<file path="config.mk">
export PLATFORM = sky130hd
export DESIGN_NAME = aes_inv_mixcolumns_seq
export DESIGN_NICKNAME = d
export VERILOG_FILES = /design/src/rtl/aes_inv_mixcolumns_seq.sv
export SDC_FILE = /design/constraint.sdc
export NUM_CORES = 1
export LEC_CHECK = 0
export CORE_UTILIZATION = 34
export CTS_CLUSTER_DIAMETER = 80
export CTS_CLUSTER_SIZE = 30
export DETAILED_ROUTE_END_ITERATION = 6
export DONT_BUFFER_PORTS = 1
export SLEW_MARGIN = 20
export SYNTH_ARGS = -nofsm -noshare
export SYNTH_HDL_FRONTEND = slang
export SYNTH_SLANG_ARGS = --single-unit
</file>
<file path="constraint.sdc">
create_clock -name clk -period 6.5 [get_ports clk]
set_clock_uncertainty 0.1 [all_clocks]
set_input_delay 1.95 -clock clk [delete_from_list [all_inputs] [get_ports clk]]
set_output_delay 1.95 -clock clk [all_outputs]
set_load 0.03 [all_outputs]
</file>
<file path="src/rtl/aes_inv_mixcolumns_seq.sv">
// Iterative AES InvMixColumns: captures a 128-bit state, transforms COLS_PER_CYCLE
// columns per BUSY cycle, then holds the result on a valid/ready output handshake.
module aes_inv_mixcolumns_seq #(
  parameter int COLS_PER_CYCLE = 1
) (
  input  logic         clk,
  input  logic         reset,
  input  logic         in_valid,
  output logic         in_ready,
  input  logic [127:0] in_state,
  output logic         out_valid,
  input  logic         out_ready,
  output logic [127:0] out_state,
  output logic         busy
);

  if (COLS_PER_CYCLE != 1 && COLS_PER_CYCLE != 2 && COLS_PER_CYCLE != 4) begin : g_bad_param
    $error("aes_inv_mixcolumns_seq: COLS_PER_CYCLE must be 1, 2 or 4");
  end

  localparam logic [1:0] STEP     = 2'(COLS_PER_CYCLE);
  localparam logic [1:0] LAST_IDX = 2'(4 - COLS_PER_CYCLE);

  typedef enum logic [1:0] {
    S_IDLE,
    S_BUSY,
    S_DONE
  } state_t;

  state_t        state_q, state_d;
  logic [1:0]    idx_q;
  logic [127:0]  src_q;
  logic [127:0]  out_q;
  logic [127:0]  out_next;

  function automatic logic [7:0] xtime(input logic [7:0] b);
    return {b[6:0], 1'b0} ^ (b[7] ? 8'h1b : 8'h00);
  endfunction

  // One InvMixColumns column; the odd constants are composed from xtime chains.
  function automatic logic [31:0] inv_col(input logic [31:0] col);
    logic [7:0] a  [4];
    logic [7:0] m9 [4];
    logic [7:0] mb [4];
    logic [7:0] md [4];
    logic [7:0] me [4];
    logic [7:0] x2, x4, x8;
    logic [7:0] r0, r1, r2, r3;
    for (int i = 0; i < 4; i++) begin
      a[i]  = col[8*i +: 8];
      x2    = xtime(a[i]);
      x4    = xtime(x2);
      x8    = xtime(x4);
      m9[i] = x8 ^ a[i];
      mb[i] = x8 ^ x2 ^ a[i];
      md[i] = x8 ^ x4 ^ a[i];
      me[i] = x8 ^ x4 ^ x2;
    end
    r0 = me[0] ^ mb[1] ^ md[2] ^ m9[3];
    r1 = m9[0] ^ me[1] ^ mb[2] ^ md[3];
    r2 = md[0] ^ m9[1] ^ me[2] ^ mb[3];
    r3 = mb[0] ^ md[1] ^ m9[2] ^ me[3];
    return {r3, r2, r1, r0};
  endfunction

  // NOTE: every variable written here gets a default first, so no latch is inferred.
  always_comb begin
    out_next = out_q;
    for (int c = 0; c < COLS_PER_CYCLE; c++) begin
      logic [1:0] sel;
      sel = idx_q + 2'(c);
      out_next[{sel, 5'b0} +: 32] = inv_col(src_q[{sel, 5'b0} +: 32]);
    end
  end

  always_comb begin
    state_d   = state_q;
    in_ready  = 1'b0;
    busy      = 1'b0;
    out_valid = 1'b0;
    unique case (state_q)
      S_IDLE: begin
        in_ready = 1'b1;
        if (in_valid) state_d = S_BUSY;
      end
      S_BUSY: begin
        busy = 1'b1;
        if (idx_q == LAST_IDX) state_d = S_DONE;
      end
      S_DONE: begin
        out_valid = 1'b1;
        if (out_ready) state_d = S_IDLE;
      end
      default: state_d = S_IDLE;
    endcase
  end

  assign out_state = out_q;

  // NOTE: non-blocking assignments for all registered state, so every flop samples pre-edge values.
  always_ff @(posedge clk) begin
    if (reset) begin
      state_q <= S_IDLE;
      idx_q   <= '0;
      out_q   <= '0;
    end else begin
      state_q <= state_d;
      if (state_q == S_IDLE && in_valid) begin
        idx_q <= '0;
      end else if (state_q == S_BUSY) begin
        idx_q <= idx_q + STEP;
        out_q <= out_next;
      end
    end
  end

  // NOTE: the capture register is left out of reset; it is always loaded before it is read.
  always_ff @(posedge clk) begin
    if (state_q == S_IDLE && in_valid) src_q <= in_state;
  end

endmodule
</file>
After elaboration in Yosys (flattened, before gate mapping)
Index checks and enable logic that the tools add are counted.
{"block": "totals", "output_inout_bits": 131, "wordCells": 89, "reg_bits": 260, "input_bits": 132}
{"block": "op_classes", "n_reduce_logical": 5, "n_eq_ne": 6, "add_sub_neg": 2, "n_bitwise": 49, "muxes": 20, "shift": 3}
{"op": "XOR 8 bit", "n": 36}
{"op": "bitwise mux 128 bit", "n": 1}
{"op": "variable shift 32 x 9 -> 128 bit (first input constant)", "n": 1}
{"op": "indexed part select 128 x 8 -> 32 bit", "n": 1}
{"op": "indexed part select 32 x 9 -> 128 bit", "n": 1}
{"op": "XOR 8 x 5 -> 8 bit", "n": 12}
{"op": "two-way mux 5 bit", "n": 12}
{"op": "negator 7 -> 9 bit", "n": 1}
{"op": "two-way mux 2 bit", "n": 3}
{"op": "!= test 2 bit (second input constant)", "n": 3}
{"op": "case mux 2 bit (3 select lines)", "n": 1}
{"op": "== test 2 bit (second input constant)", "n": 2}
{"op": "two-way mux 1 bit", "n": 3}
{"op": "AND reduction 3 bit", "n": 1}
{"op": "adder 2 x 1 -> 2 bit (second input constant)", "n": 1}
{"op": "== test 2 x 1 -> 1 bit (second input constant)", "n": 1}
{"op": "logical NOT 2 bit", "n": 1}
{"op": "AND reduction 2 bit", "n": 1}
{"op": "OR reduction 2 bit", "n": 1}
{"op": "logical AND 1 bit", "n": 1}
{"op": "NOT 1 bit", "n": 1}

Logic depth before layout (Yosys ltp)
{"block": "logic_depth", "ltp_word": 14, "mapped_depth": 12, "mapped_depth_nobuf": 7}

Worst setup path after synthesis
Ideal clock, no wire load.
{"block": "synth_path", "path_kind": "input port to flip-flop", "start": "input in_valid", "end": "register src_q[0] (enable)", "arrival_time_ns": 4.932, "path_stages": 1, "setup_ns": 0.504, "path_slack_ns": 0.964, "cell_sequence": "and2_1"}
{"block": "synth_via", "elab_chain_len": 1}
{"element": "from (decl)", "line_no": "8", "rtl": "input logic in_valid,"}
{"element": "logical AND 1 bit", "line_no": "119", "rtl": "if (state_q == S_IDLE && in_valid) src_q <= in_state;"}
{"element": "to (signal assigned)", "line_no": "119"}
{"element": "to (decl)", "line_no": "32", "rtl": "logic [127:0] src_q;"}
Every way passes these cells.
A chain may end at the register's enable or synchronous reset.

Final worst setup path
{"block": "layout_path", "start": "register idx_q[0]", "end": "register out_q[14], in the netlist out_state[14]"}
{"block": "layout_via", "elab_chain_len": 12}
{"element": "from (decl)", "line_no": "31", "rtl": "logic [1:0] idx_q;"}
{"element": "from (signal assigned)", "line_no": "111", "rtl": "idx_q <= idx_q + STEP;"}
{"element": "indexed part select 128 x 8 -> 32 bit", "line_no": "72", "rtl": "out_next[{sel, 5'b0} +: 32] = inv_col(src_q[{sel, 5'b0} +: 32]);"}
{"element": "XOR 8 x 5 -> 8 bit / two-way mux 5 bit (equally long branches) (2 in series)", "line_no": "37", "rtl": "return {b[6:0], 1'b0} ^ (b[7] ? 8'h1b : 8'h00);"}
{"element": "two-way mux 5 bit / XOR 8 x 5 -> 8 bit (equally long branches)", "line_no": "37"}
{"element": "XOR 8 x 5 -> 8 bit", "line_no": "37"}
{"element": "XOR 8 bit, on equally long branches", "line_no": "56, 57, 55"}
{"element": "XOR 8 bit, on equally long branches", "line_no": "57, 55, 56"}
{"element": "XOR 8 bit, on equally long branches (3 in series)"}
{"element": "indexed part select 32 x 9 -> 128 bit", "line_no": "72"}
{"element": "bitwise mux 128 bit (*)", "line_no": "72"}
{"element": "to (signal assigned)", "line_no": "112", "rtl": "out_q <= out_next;"}
{"element": "to (decl)", "line_no": "33", "rtl": "logic [127:0] out_q;"}
Mark *: on every way between the ends. The rest lies on a longest branch, timed or not.

==> flow_metrics.tcl <==
set metrics [dict create \
    status "complete, no violations" \
    critPathMaxFanout 20 \
    track_usage_pct 16.59 \
    grt_pass1_wl_mm 41.22 \
    r2r-start "idx_q[0]$_SDFFE_PP0P_" \
    irDropWorstVdd_uv 273.6 \
    place_congestion 0.8503 \
    port_buffers 0 \
    routed_wl_mm 29.04 \
    root_buffer "clkbuf_16" \
    ys_ff_latch 260 \
    synth.distinct_cells 31 \
    postSynthAreaPerCell_um2 14.44 \
    required_ps 6840 \
    hold_depth 1 \
    drtAntennaViolNets 0 \
    setup_violations 0 \
    synthArstFlopShare_pct 0 \
    cts_tree "built" \
    clk_path_buf_depth 3 \
    yosys.area_share.simple_pct 3.787 \
    rows 66 \
    reg2reg_setup_slack_ps 2330 \
    grt_start_max_net_pins 97 \
    min_path_type "flip-flop to flip-flop" \
    yosys.area.top_type "edfxtp_1" \
    reg2regPathDepth 8 \
    post_cts_buffers 0 \
    seq_area_frac_synth_pct 57.24 \
    fp.dieW_um 184.6 \
    initial_core_util_pct 34.65 \
    yosys_warnings 0 \
    cp.depth 8 \
    synth_compound_area_share_pct 9.275 \
    first_pass_iters 6 \
    max-cap-violations 0 \
    arrival_ps 4510 \
    drv_slew 0 \
    leakage_nw 4.159 \
    antenna_found_initial 2 \
    grt_pass1_vias 5918 \
    crit_type "flip-flop to flip-flop" \
    stdcell_area_mm2 0.01229 \
    crit_slowest_cell "dfxtp_2" \
    path_buf_inv 1 \
    numCtsBuffers 16 \
    fin_tns_setup_ps 0 \
    cts_hold_buffers 0 \
    grt_overflow 0 \
    synth_top_area_share_pct 33.92 \
    end_kind "flip-flop" \
    areaGrowthSynthToFinish_pct 8.491 \
    cts_resized 0 \
    startpoint_type "flip-flop" \
    dieArea_mm2 0.03406 \
    startpoint "idx_q[0]$_SDFFE_PP0P_" \
    cpPeakStageDelay_ps 820 \
    drive_above_1_share_pct 15.05 \
    synth_top_family_by_area "XOR/XNOR gates" \
    multi_input_area_mm2 0.004573 \
    area.sequential_mm2 0.006489 \
    synth-edff-count 128 \
    worstSkewPairLatency_ps 510 \
    synth_xor_xnor_area_share_pct 20.11 \
    clkSinkCount 260 \
    drcViolationCount 0 \
    synthCells 785 \
    path_clk_slew_ps 100 \
    final.min_clock_period_ps 4170 \
    crit_family "XOR/XNOR gates" \
    synth.area.top_cells "edfxtp_1, dfxtp_1, xnor2_1, mux4_2, a22oi_1" \
    hold_violations 0 \
    vias_per_cell 5.130 \
    vias 6228 \
    timing.fmax_ghz 0.2398 \
    synthAdderAreaFrac_pct 0.5521 \
    cp_cell_sequence "buf_4 > mux4_2 > xnor2_2 > xnor2_1 > xnor3_1 > xor2_1 > a22oi_1 > nor2_1" \
    p_per_area_mw_per_mm2 415.7 \
    worstHoldStart "out_state[114]$_SDFFE_PP0P_" \
    die_h_um 184.6 \
    post_dp_cell_area_mm2 0.01170 \
    htree_levels 1 \
    hpwl_mm 21.39 \
    timing.slew.headroom_pct 24.89 \
    synth_fp_nets 922 \
    n_fill_cell 3078 \
    tightest_slew_ps 1127 \
    drt_iter0_drc 433 \
    fin_nets 898 \
    synthMuxAreaShare_pct 6.393 \
    rsz0062_at_grt "false" \
    syn-cell-area_mm2 0.01133 \
    min_period_over_period_pct 64.16 \
    synth_flop_cell "dfxtp_1" \
    wl_per_cell_um 23.92 \
    io_pins 263 \
    core_mm2 0.03270 \
]
## worst reg2reg max path: cells and delay by family, from the launching register on
family          cells  cell delay [ps]
xor+xnor            4             1730
flops               1              820
mux                 1              700
buf+inv             1              490
compound gates      1              150
simple gates        1              110
## where the power goes
part | switching (mW) | total (mW) | internal [mW] | leakage (nW)
Clock | 0.595 | 1.18 | 0.588 | 0.284
Combinational | 1.20 | 1.92 | 0.721 | 1.58
Sequential | 0.172 | 2.01 | 1.84 | 2.29
Total | 1.97 | 5.11 | 3.14 | 4.16
## worst paths after layout
| kind | endpoint |
|---|---|
| worst max-delay path | out_state[14]$_SDFFE_PP0P_ |
| worst min-delay path | out_state[114]$_SDFFE_PP0P_ |
| worst max register to register | out_state[14]$_SDFFE_PP0P_ |
| worst min register to register | out_state[114]$_SDFFE_PP0P_ |
## cell usage in the layout, fill, tap and decap left out, types with 2 or more instances in the layout
cell type / n
xor2_4: 3
a21oi_1: 7
bufinv_16: 2
xnor3_2: 6
xnor3_1: 11
a22o_1: 44
mux4_2: 31
inv_6: 2
xnor2_2: 22
inv_1: 4
nand2_1: 4
xnor2_4: 3
nor4_2: 3
nor2_1: 87
xor2_2: 7
dfxtp_1: 130
nor3_1: 2
clkbuf_16: 17
a22oi_1: 84
xnor2_1: 109
ha_1: 5
edfxtp_1: 128
buf_4: 9
xor2_1: 31
dfxtp_2: 2
nor2b_1: 6
## final cells by class
cell class              count  area share (%)
flip-flops and latches    260           52.78
repair buffers              9          0.5496
multi-input cells         470           37.20
inverters                   4          0.1221
diodes                      1         0.02035
well taps                 442           4.498
clock buffers              18           3.491
clock inverters            10           1.343
## metrics by stage
stage	setup slack, ps	instances	hold WS, ps	power (mW)	utilization, %
finish	2330	1214	593.4	5.111	37.60
detailed placement	2322	1185	585.1	3.982	35.77
global route	1987	1214	612.5	5.330	37.60
CTS	2289	1213	597.1	5.172	37.59
floorplan	963.5	785	563.7	3.419	-
global placement	2325	1185	580.0	3.966	35.77
## logic make-up (layout without fill, tap and decap cells)
logic type / count (synthesis) / after routing
buffers and inverters: 55 / 41
AND/OR/NAND/NOR: 105 / 105
multiplexers: 32 / 32
XOR/XNOR: 193 / 193
other: 0 / 1
flip-flops: 260 / 260
adder cells (fa/ha/maj): 5 / 5
AO/OA/AOI/OAI: 135 / 135
## synth_stat cells, types with 4 or more instances
cell type,instances
xnor2_1,109
edfxtp_1,128
dfxtp_1,132
xor2_2,7
a21oi_1,7
a22o_1,44
nand2_1,4
buf_2,6
buf_4,4
a22oi_1,84
nor2b_1,6
xnor3_2,6
nor2_1,87
mux4_2,31
xor2_1,31
xnor3_1,11
inv_1,4
ha_1,5
xnor2_2,22
clkbuf_1,35
## sequential cells by signal, summed over array words and instances (netlist names)
| name | cells |
|---|---|
| idx_q | 2 |
| out_state | 128 |
| src_q | 128 |
| state_q | 2 |
## metal layers
| metal | track usage [%] | wire [um] | up-vias |
|---|---|---|---|
| li1 | - | - | 2813 |
| met1 | 21.91 | 12390 | 3095 |
| met2 | 26.79 | 13430 | 290 |
| met3 | 4.801 | 2615 | 28 |
| met4 | 3.733 | 591 | 2 |
| met5 | 0 | 11 | - |
(Power assumes the default switching activity.)
==> variant (same flow settings) <==
Reset style: asynchronous (`reset`), changed in one clocked block.
--- a/src/rtl/aes_inv_mixcolumns_seq.sv
+++ b/src/rtl/aes_inv_mixcolumns_seq.sv
@@ -98,7 +98,7 @@
   assign out_state = out_q;
 
   // NOTE: non-blocking assignments for all registered state, so every flop samples pre-edge values.
-  always_ff @(posedge clk) begin
+  always_ff @(posedge clk or posedge reset) begin
     if (reset) begin
       state_q <= S_IDLE;
       idx_q   <= '0;
Behaviour: differs if reset is asserted again (counterexample within 4 cycles, from zero or initial values and one cycle with reset high); with reset held inactive, the same outputs for 4 cycles.
==> variant against the original RTL <==
Sequential share of layout area is 3.5 points higher. Critical endpoint is now out_state[101]. Worst setup slack better by 0.17 ns. Cell area is 3.2% higher. Wire length is 3.5% higher. Core utilization is 0.16 points higher. Synthesized area is 2.8% higher. Sequential cell count stayed put. Hold slack worse by 0.095 ns.
Power is not shown: default switching activity piles up to over one toggle a cycle in this logic, so the estimate is an artifact.
==> variant: results (changes against the original RTL) <==
Synthesis
  – Synth Area in Compound Gates: 5.82% (-3.5 points)
  – Distinct cells, synth: 30 (-3.2%)
  – Synth Area per Inst: 14.3 um^2 (-0.85%)
  – Post-synthesis mux area share: 6.19% (-0.21 points)
  – Syn Nets: 951 (+3.1%)
  – XOR/XNOR share of the synthesized area: 19.2% (-0.94 points)
  – Synth area leaders: edfxtp_1, dfrtp_1, xnor2_1, mux4_2, xnor3_1
  – Ys async rst share: 50.8% (+51 points)
  – Post-synth top cells: dfrtp_1, nand2_1, edfxtp_1
  – Adder-Cell Fraction of Synth Area: 0.537% (-0.015 points)
  – Register area share after synthesis: 61.3% (+4.1 points)

Place
  – Placement Cell Area: 12100 um^2 (+3.4%)
  – Placed cell count: 1230 (+3.8%)
  – Gpl congestion: 0.829 (-2.5%)
  – DP Wirelength: 22.2 mm (+3.6%)

Outcome
  – Run status: finished, final reports clean

GRT
  – Largest net degree at the start of global routing: 84 (-13%)
  – Vias in the first global route: 6420 (+8.5%)
  – Global-route wire length before repair: 44.3 mm (+7.5%)
  – Antenna violations before repair: 5 (+3)
  – GRT Util Overall: 17.0% (+0.37 points)

Final layout
  – # fillers: 3172 (+3.1%)
  – Post-Layout Cell Count: 1258 (+3.6%)
  – Nets: 937 (+4.3%)

Setup path
  – R2r endpoint: out_state[101]
  – R2R setup slack: 2.50 ns (+0.17 ns)
  – Critical Path Slowest Stage Cell: dfrtp_2
  – Critical Path Max Stage Delay: 0.87 ns (+0.05 ns)
  – R2r startpoint: idx_q[0]
  – Reg2reg path depth: 7 (-1)
  – Critical Path Fanout Max: 25 (+25%)

Routing
  – Via count: 6290 (+1.0%)
  – DR WL/cell: 23.9 um (-0.14%)
  – Drt pass-1 iters: 7 (+1)

Worst hold path
  – Hold depth: 2 (+1)

STA
  – Worst-Margin Slew: 0.855 ns (-0.271 ns)
-- variant: final cells by class --
class                   instances  area [um^2]  area share [%]
clock inverters                10          165            1.30
flip-flops and latches        260         7150            56.3
multi-input cells             500         4240            33.4
well taps                     448          561            4.42
inverters                      10         45.0           0.355
repair buffers                 12          103           0.808
clock buffers                  18          429            3.38
-- variant: layer usage --
layer  wire length [um]  share of wire [%]  global-route usage [%]
met2              13400                 44                    26.1
met1              12800                 43                    22.8
met4                512                1.7                    3.59
met5                 61               0.20                       0
met3               3310                 11                    6.44
-- variant: worst max-delay path, delay by kind of cell (launching register included) --
kind	cells	cell delay (ns)
xor gates and xnor gates	4	1.82
DFF	1	0.87
muxes	1	0.68
buffers and inverters	1	0.26
AOI/OAI and AO/OA	1	0.16
-- variant: worst max path at each step --
stage                         from              to  slack, ns  cells past startpoint
after CTS                 idx_q[0]  out_state[101]       2.43                      7
after global routing      idx_q[0]  out_state[101]       2.31                      7
after floorplan              reset        idx_q[0]       0.92                      1
after detailed placement  idx_q[0]   out_state[50]       2.48                      7
after global placement    idx_q[0]  out_state[121]       2.54                      7
final                     idx_q[0]  out_state[101]       2.50                      7
-- variant: metrics by stage --
stage | hold WS [ns] | util, % | setup WS [ns]
floorplan | 0.449 | - | 0.924
global placement | 0.468 | 36.0 | 2.54
detailed placement | 0.494 | 36.0 | 2.48
CTS | 0.499 | 37.8 | 2.43
global route | 0.545 | 37.8 | 2.31
finish | 0.499 | 37.8 | 2.50
-- variant: cell families after synthesis --
kind of cell	Yosys count
flops	260
xor+xnor	191
buf+inv	54
fa+ha+maj	5
simple gates	140
mux	32
compound gates	132
